$ cat src/rtl/riscv_run_ctrl.sv
// Run-control unit for the single-cycle RISC-V core: free-run, halt, single-step,
// EBREAK stop and cycle/instret counters. Define RUN_CTRL_BP_EN to build the PC breakpoint.
module riscv_run_ctrl #(
  parameter int unsigned XLEN      = 32,
  parameter int unsigned CNT_W     = 32,
  parameter bit          RESET_RUN = 1'b0
) (
  input  logic             clk,
  input  logic             rst,
  input  logic             run_req,
  input  logic             halt_req,
  input  logic             step_req,
  input  logic             bp_en,
  input  logic [XLEN-1:0]  bp_addr,
  input  logic [XLEN-1:0]  pc,
  input  logic [31:0]      instr,
  output logic             cpu_en,
  output logic             halted,
  output logic [2:0]       halt_cause,
  output logic [CNT_W-1:0] cycle_cnt,
  output logic [CNT_W-1:0] instret_cnt
);

  localparam logic [31:0] EBREAK_INSN = 32'h0010_0073;

  localparam logic [2:0] CAUSE_RESET = 3'b000;
  localparam logic [2:0] CAUSE_HALT  = 3'b001;
  localparam logic [2:0] CAUSE_STEP  = 3'b010;
  localparam logic [2:0] CAUSE_BP    = 3'b011;
  localparam logic [2:0] CAUSE_EBRK  = 3'b100;

  typedef enum logic [1:0] {
    S_HALTED = 2'd0,
    S_RUN    = 2'd1,
    S_STEP   = 2'd2
  } state_t;

  state_t           state_q, state_d;
  logic             skip_q, skip_d;
  logic [2:0]       cause_q, cause_d;
  logic [CNT_W-1:0] cycle_q, instret_q;
  logic             bp_hit, ebrk, stop_now;

`ifdef RUN_CTRL_BP_EN
  assign bp_hit = bp_en && (pc == bp_addr);
`else
  logic unused_bp;
  assign bp_hit    = 1'b0;
  assign unused_bp = ^{bp_en, bp_addr, pc};
`endif

  assign ebrk     = (instr == EBREAK_INSN);
  assign stop_now = bp_hit | ebrk;

  // State, skip flag, cause and counters
  always_ff @(posedge clk) begin
    if (!rst) begin
      state_q   <= RESET_RUN ? S_RUN : S_HALTED;
      skip_q    <= 1'b1;
      cause_q   <= CAUSE_RESET;
      cycle_q   <= '0;
      instret_q <= '0;
    end else begin
      state_q   <= state_d;
      skip_q    <= skip_d;
      cause_q   <= cause_d;
      cycle_q   <= cycle_q + CNT_W'(1);
      instret_q <= instret_q + CNT_W'(cpu_en);
    end
  end

  // Next state and commit enable; the first instruction after leaving HALTED
  // bypasses the stop checks so a resume does not re-halt on the same PC.
  always_comb begin
    state_d = state_q;
    skip_d  = skip_q;
    cause_d = cause_q;
    cpu_en  = 1'b0;
    case (state_q)
      S_HALTED: begin
        if (halt_req) begin
          cause_d = CAUSE_HALT;
        end else if (step_req) begin
          state_d = S_STEP;
          skip_d  = 1'b1;
        end else if (run_req) begin
          state_d = S_RUN;
          skip_d  = 1'b1;
        end
      end
      S_RUN: begin
        cpu_en = skip_q | ~stop_now;
        if (cpu_en) skip_d = 1'b0;
        if (halt_req) begin
          state_d = S_HALTED;
          cause_d = CAUSE_HALT;
        end else if (!skip_q && bp_hit) begin
          state_d = S_HALTED;
          cause_d = CAUSE_BP;
        end else if (!skip_q && ebrk) begin
          state_d = S_HALTED;
          cause_d = CAUSE_EBRK;
        end
      end
      S_STEP: begin
        cpu_en  = 1'b1;
        skip_d  = 1'b0;
        state_d = S_HALTED;
        cause_d = halt_req ? CAUSE_HALT : CAUSE_STEP;
      end
      default: begin
        state_d = S_HALTED;
      end
    endcase
    if (!rst) cpu_en = 1'b0;
  end

  assign halted      = (state_q == S_HALTED);
  assign halt_cause  = cause_q;
  assign cycle_cnt   = cycle_q;
  assign instret_cnt = instret_q;

endmodule

$ cat config.mk
export PLATFORM = sky130hd
export DESIGN_NAME = riscv_run_ctrl
export DESIGN_NICKNAME = d
export VERILOG_FILES = /design/src/rtl/riscv_run_ctrl.sv
export SDC_FILE = /design/constraint.sdc
export NUM_CORES = 1
export LEC_CHECK = 0
export CAP_MARGIN = 20
export CORE_MARGIN = 10
export CORE_UTILIZATION = 36
export CTS_CLUSTER_DIAMETER = 200
export DETAILED_ROUTE_END_ITERATION = 10
export HOLD_SLACK_MARGIN = 0.02
export PLACE_DENSITY = 0.76
export SYNTH_ARGS = -nofsm -noshare
export SYNTH_HDL_FRONTEND = slang
export SYNTH_SLANG_ARGS = --single-unit
$ cat constraint.sdc
create_clock -name clk -period 2.8 [get_ports clk]
set_input_delay 0.56 -clock clk [delete_from_list [all_inputs] [get_ports clk]]
set_output_delay 0.56 -clock clk [all_outputs]
set_load 0.01 [all_outputs]
* After elaboration in Yosys (flattened, before gate mapping)
Cells that the tools add are included.
Cells by class: reductions and logical operators 7, equality and inequality tests 8, bitwise logic cells 2, multiplexer cells 18, add/sub/neg operators 2
Operators by type and width (count):
- 32-bit by 1-bit adder with 32-bit output | 1
- 32-bit by 1-bit adder with 32-bit output (second input constant) | 1
- 32-bit by 21-bit == test with 1-bit output (second input constant) | 1
- 2-bit two-way mux | 6
- 3-bit two-way mux | 3
- 3-bit one-hot mux with 3 select lines | 1
- 2-bit != test (second input constant) | 3
- 3-bit != test (second input constant) | 2
- 3-bit AND reduction | 2
- 1-bit two-way mux | 5
- 2-bit one-hot mux with 2 select lines | 1
- 4-bit AND reduction | 1
- 1-bit one-hot mux with 3 select lines | 1
- 3-bit nonzero test | 1
- 2-bit by 1-bit == test with 1-bit output (second input constant) | 1
- 2-bit == test (second input constant) | 1
- 2-bit logical NOT | 1
- 1-bit one-hot mux with 2 select lines | 1
- 1-bit logical AND | 1
- 1-bit logical NOT | 1
- 1-bit NOT | 1
- 1-bit OR | 1
Word-level totals: output and inout port bits 69, input port bits 102, word-level logic and storage cells 42, register bits after elaboration 70

* Depth between registers and ports, before layout
word-level depth 6, depth in mapped cells 12

* Worst setup path after synthesis
Ideal clock, no wire load.
path type input to register, from input port instr[18], to register instret_q[10], in the netlist instret_cnt[10], arrival time 2691 ps, slack -6 ps, stages 12, data required time 2685 ps, setup time 115 ps, path through nor4b_1 nand3_1 or3_1 a21oi_1 nor2_1 ha_1 ha_1 nand3_1 nor2_1 and4_1 xor2_1 and2_1
On the way: word-level cells in the longest chain between the ends 6
Ends and longest elaborated chain:
- start, declared | line 16 | input logic [31:0] instr,
- 32-bit by 21-bit == test with 1-bit output | line 52 | assign ebrk = (instr == EBREAK_INSN);
- 1-bit NOT | line 92 | cpu_en = skip_q | ~stop_now;
- 1-bit OR | line 92
- 1-bit one-hot mux with 2 select lines | line 79 | case (state_q)
- 1-bit two-way mux | line 115 | if (!rst) cpu_en = 1'b0;
- via cpu_en | line 17 | output logic cpu_en,
- 32-bit by 1-bit adder with 32-bit output | line 68 | instret_q <= instret_q + CNT_W'(cpu_en);
- end signal, assigned | line 68
- end, declared | line 41 | logic [CNT_W-1:0] cycle_q, instret_q;
The timed path passes the listed nets, and every way through them passes these cells. A chain may end at the register's enable or synchronous reset.

* Worst setup path in the final report
from input port instr[24], to register instret_q[10], in the netlist instret_cnt[10]
On the way: word-level cells in the longest chain between the ends 6
Ends and longest elaborated chain (line):
- 32-bit by 21-bit == test with 1-bit output | 52
- 1-bit NOT | 92
- 1-bit OR | 92
- 1-bit one-hot mux with 2 select lines | 79
- 1-bit two-way mux | 115
- 32-bit by 1-bit adder with 32-bit output | 68
Every way passes these cells.

==> results by stage <==
Outcome:
- The run finished with clean final reports.

Pwr:
- The maximum vdd ir drop is 260 uV.
- The power density over the cells is 379 nW/um^2.
- The completed layout was analyzed and its total power is 1.91 mW.
- The cell leakage power is 2.09 nW.

Detailed routing:
- The routed layout has 3023 vias.
- For this block, the initial DRC count from the detailed router was 134.
- In the routed layout, each cell is associated on average with a via count of 4.81.
- The routed length per instance is 14.3 microns.
- After detailed routing, the number of remaining DRC violations is 0.
- The iteration count of the initial detailed-routing pass is 4.
- For this block, the routed nets add up to 8.99 mm of wire.
- The count of antenna-violating nets left after detailed routing is 0.

STA:
- For the pin with the worst max-slew slack, the measured transition is 0.707 ns.
- The number of slew-limit violations in the final report was 0.
- Setup total negative slack on the finished layout was measured at 0 ns.
- The routed design could run at a clock period as short as 2.74 ns.
- Once routing completed, OpenROAD measured the worst setup slack at 0.0562 ns.
- Hold is met by 0.466 ns.
- The final-report hold violation count came to 0.
- The headroom to the max-slew limit is 52.7%.
- For the final database, setup skew stands at 0.0115 ns.
- Setup violations remaining at the end of the flow were counted as 0.
- The maximum frequency from static timing analysis is 0.364 GHz.
- The worst path uses 98.0% of the clock period.

Place:
- The number of port buffers is 105.
- Detailed placement ended at an HPWL of 6.37 mm.
- Routability-driven placement finished with a final weighted congestion of 0.793.
- The placement-stage worst setup slack is -0.522 ns.

Final layout:
- The repair_antennas step left the layout with diodes totalling 0.
- Relative to the synthesized area, the layout overhead comes to 47.9%.
- The post-route netlist has 12.0% of its cells at a drive strength greater than 1.
- After the last flow step, the layout net total stands at 605.

Worst setup path:
- On the critical path, the stage with the largest delay is an instance of sky130_fd_sc_hd__clkdlybuf4s50_1.
- Measured in cells, the most critical reg-to-reg path has a length of 11.
- In this run the worst path has a maximum fanout of 4.
- The critical path in this run is classified as primary input to flop.
- Across all register-to-register paths, the minimum setup slack is 0.26 ns.
- The category of the worst setup path launch point is a primary input.
- The destination of the worst register-to-register timing path is instret_cnt[17].
- The launching point of the worst reg2reg path is state_q[0].
- The worst path required time is 3.03 ns.
- The sort of element at the end of the critical path is a flop.
- For this run, the slowest stage of the critical path takes 0.43 ns.
- The signal on the critical path passes through clkdlybuf4s50_1 -> nor4_2 -> nand3_1 -> or3_4 -> a21oi_2 -> nor2_2 -> ha_2 -> ha_4 -> nand3_4 -> nor2_4 -> and4_1 -> xor2_1 -> and2_1.
- The worst endpoint data arrival time is 2.97 ns.

Clock network:
- The maximum clock insertion buffer count is 2.
- CTS saw 70 sinks.
- The CTS tree is built.
- The insertion delay of the later-clocked pin in the worst-skew pair is 0.33 ns.
- The H-tree was split into 3 levels.
- The root buffer cell is sky130_fd_sc_hd__clkbuf_8.
- TritonCTS created 9 clock buffers.
- Clock-pin slew was measured on the worst setup and hold paths at 0.07 ns.
- After clock tree synthesis, the flow added hold-fix buffers numbering 0.

Global routing:
- Global routing consumed, over all layers together, 12.8% of the routing resources.
- After global routing the overflow that remains totals 0.
- Entering global routing, the biggest net connects 81 pins.
- The via count of the first global-routing pass is 3016.
- The initial antenna violation count was 0.
- The first-pass GRT wire length is 14.2 mm.

Hold path:
- The classification of the worst-slack hold path is flop to flop.
- The end point of the most critical hold path is halt_cause[0].
- The cell depth of the worst min-delay path is 2.
- The start point of the worst hold path is halt_cause[0].

Synth:
- The synthesized netlist occupies a cell area of 3400 sq um.
- The net count after synthesis is 483.
- The number of instances in the synthesized netlist is 374.
- After synthesis, the netlist uses 38 different library cells.
- The mean post-synth cell area is 9.10 sq um.
- The number of storage elements in the synthesis netlist is 70.
- The sequential cell area fraction in the yosys report is 41.2%.
- The yosys synthesis warning count is 0.

Die:
- The core region is 9240 sq um.
- The top-level I/O count is 171.
- The floorplan step set the die height to 117 microns.
- In this run the core area contains 35 standard-cell rows.
- The floorplan step defined a die boundary enclosing 13700 sq um.
- The initial utilization of the core area, before any placement, comes to 36.8%.
- In this run the horizontal extent of the chip is 117 microns.

Job:
- The max-cap violation count is 0.
critical path: cells and delay by family:
family,cells,cell delay [ns]
compound gates,1,0.14
xor+xnor,1,0.13
fa+ha+maj,2,0.38
buf+inv,1,0.43
simple gates,8,1.33
power by group:
group          switching, mW  internal [mW]  total (mW)
Clock                  0.356          0.334       0.690
Combinational         0.0854          0.105       0.191
Sequential            0.0142           1.01        1.02
through the flow:
| step | utilization (%) | cell area [sq um] | cells |
|---|---|---|---|
| after CTS | 52.7 | 4870 | 624 |
| after global placement | 49.9 | 4610 | 603 |
| final | 54.5 | 5030 | 628 |
| after floorplan | - | 3410 | 374 |
| after detailed placement | 49.9 | 4610 | 603 |
| after global routing | 54.5 | 5030 | 628 |
final cells by class:
cell class / count / area, sq um
Clock buffer: 12 / 145
Clock inverter: 2 / 10.0
Fill cell: 818 / 4210
Inverter: 14 / 52.6
Multi-Input combinational cell: 277 / 2040
Sequential cell: 70 / 1400
Tap cell: 129 / 161
Timing Repair Buffer: 124 / 1230
worst max-delay path by stage:
stage              start         endpoint  slack, ns
2_1_floorplan  instr[18]  instret_cnt[10]       0.05
3_3_place_gp    instr[6]  instret_cnt[18]      -0.48
3_5_place_dp    instr[4]  instret_cnt[10]      -0.52
4_1_cts         instr[4]           cpu_en      -0.05
5_1_grt        instr[24]  instret_cnt[26]      -0.04
6_report       instr[24]  instret_cnt[10]       0.06
Yosys cell counts:
master | n | share of area [%]
sky130_fd_sc_hd__dfxtp_1 | 70 | 41
sky130_fd_sc_hd__and2_1 | 51 | 9.4
sky130_fd_sc_hd__nand2_1 | 26 | 2.9
sky130_fd_sc_hd__xor2_1 | 26 | 6.7
sky130_fd_sc_hd__nand3_1 | 24 | 3.5
sky130_fd_sc_hd__xnor2_1 | 23 | 5.9
sky130_fd_sc_hd__nand4_1 | 16 | 2.9
sky130_fd_sc_hd__nor3_1 | 15 | 2.2
sky130_fd_sc_hd__inv_1 | 14 | 1.5
sky130_fd_sc_hd__nor4_1 | 11 | 2.0
sky130_fd_sc_hd__o21ai_0 | 11 | 1.6
sky130_fd_sc_hd__clkbuf_1 | 10 | 1.1
sky130_fd_sc_hd__ha_1 | 7 | 2.6
sky130_fd_sc_hd__mux2i_1 | 7 | 2.1
sky130_fd_sc_hd__nor2_1 | 7 | 0.77
sky130_fd_sc_hd__or3_1 | 7 | 1.3
sky130_fd_sc_hd__nand2b_1 | 6 | 1.1
sky130_fd_sc_hd__a21boi_0 | 5 | 1.1
sky130_fd_sc_hd__and3_1 | 5 | 0.92
sky130_fd_sc_hd__and4_1 | 4 | 1.0
sky130_fd_sc_hd__nor2b_1 | 3 | 0.55
sky130_fd_sc_hd__nor4_4 | 3 | 1.9
sky130_fd_sc_hd__a21oi_1 | 2 | 0.29
sky130_fd_sc_hd__buf_6 | 2 | 0.66
sky130_fd_sc_hd__nor4b_1 | 2 | 0.51
sky130_fd_sc_hd__nor4bb_1 | 2 | 0.59
sky130_fd_sc_hd__o211ai_1 | 2 | 0.44
sky130_fd_sc_hd__o31ai_1 | 2 | 0.44
sky130_fd_sc_hd__or3_2 | 2 | 0.44
sky130_fd_sc_hd__a21boi_1 | 1 | 0.22
sky130_fd_sc_hd__a31o_2 | 1 | 0.26
sky130_fd_sc_hd__buf_2 | 1 | 0.15
sky130_fd_sc_hd__mux2_2 | 1 | 0.33
sky130_fd_sc_hd__nand3b_1 | 1 | 0.22
sky130_fd_sc_hd__nand4_2 | 1 | 0.37
sky130_fd_sc_hd__nor4_2 | 1 | 0.37
sky130_fd_sc_hd__o31a_1 | 1 | 0.26
sky130_fd_sc_hd__or4_1 | 1 | 0.22
state kept, by name (all words and copies together), names as in the netlist:
| register | flops |
|---|---|
| halt_cause | 3 |
| cycle_cnt | 32 |
| instret_cnt | 32 |
| skip_q | 1 |
| state_q | 2 |
cells by family (layout without fill, tap and decap cells):
| family | after synthesis | after routing | share of synthesized area, % |
|---|---|---|---|
| and+or+nand+nor | 188 | 188 | 33.2 |
| DFF | 70 | 70 | 41.2 |
| xor gates and xnor gates | 49 | 49 | 12.6 |
| buffers and inverters | 27 | 152 | 3.45 |
| AOI/OAI and AO/OA | 25 | 25 | 4.63 |
| muxes | 8 | 8 | 2.39 |
| adders and majority gates | 7 | 7 | 2.57 |
layout by cell type (no fill, tap or decap), types with 12 or more instances in the layout:
cell,n
sky130_fd_sc_hd__clkdlybuf4s50_1,86
sky130_fd_sc_hd__nand3_1,23
sky130_fd_sc_hd__dfxtp_1,70
sky130_fd_sc_hd__and2_1,51
sky130_fd_sc_hd__xnor2_1,23
sky130_fd_sc_hd__buf_4,17
sky130_fd_sc_hd__inv_1,14
sky130_fd_sc_hd__nand2_1,26
sky130_fd_sc_hd__dlymetal6s2s_1,15
sky130_fd_sc_hd__xor2_1,26
sky130_fd_sc_hd__nor3_1,12
sky130_fd_sc_hd__nand4_1,16
per-layer routing:
layer  part of all wire (%)  up-vias  routed length, microns  GRT usage (%)
li1                       -     1532                       -              -
met1                     41     1407                    3650           13.9
met2                     50       80                    4490           21.8
met3                    8.7        4                     780           5.66
met4                   0.75        0                      67           3.95
met5                      0        -                       0              0
what timing repair did:
| item | CTS | global route |
|---|---|---|
| endpoints found under the setup margin | 19 | 32 |
| gates resized for setup | 16 | 33 |
| buffers inserted | 7 | 4 |
| pin swaps | 2 | 17 |
(Power assumes the default switching activity.)
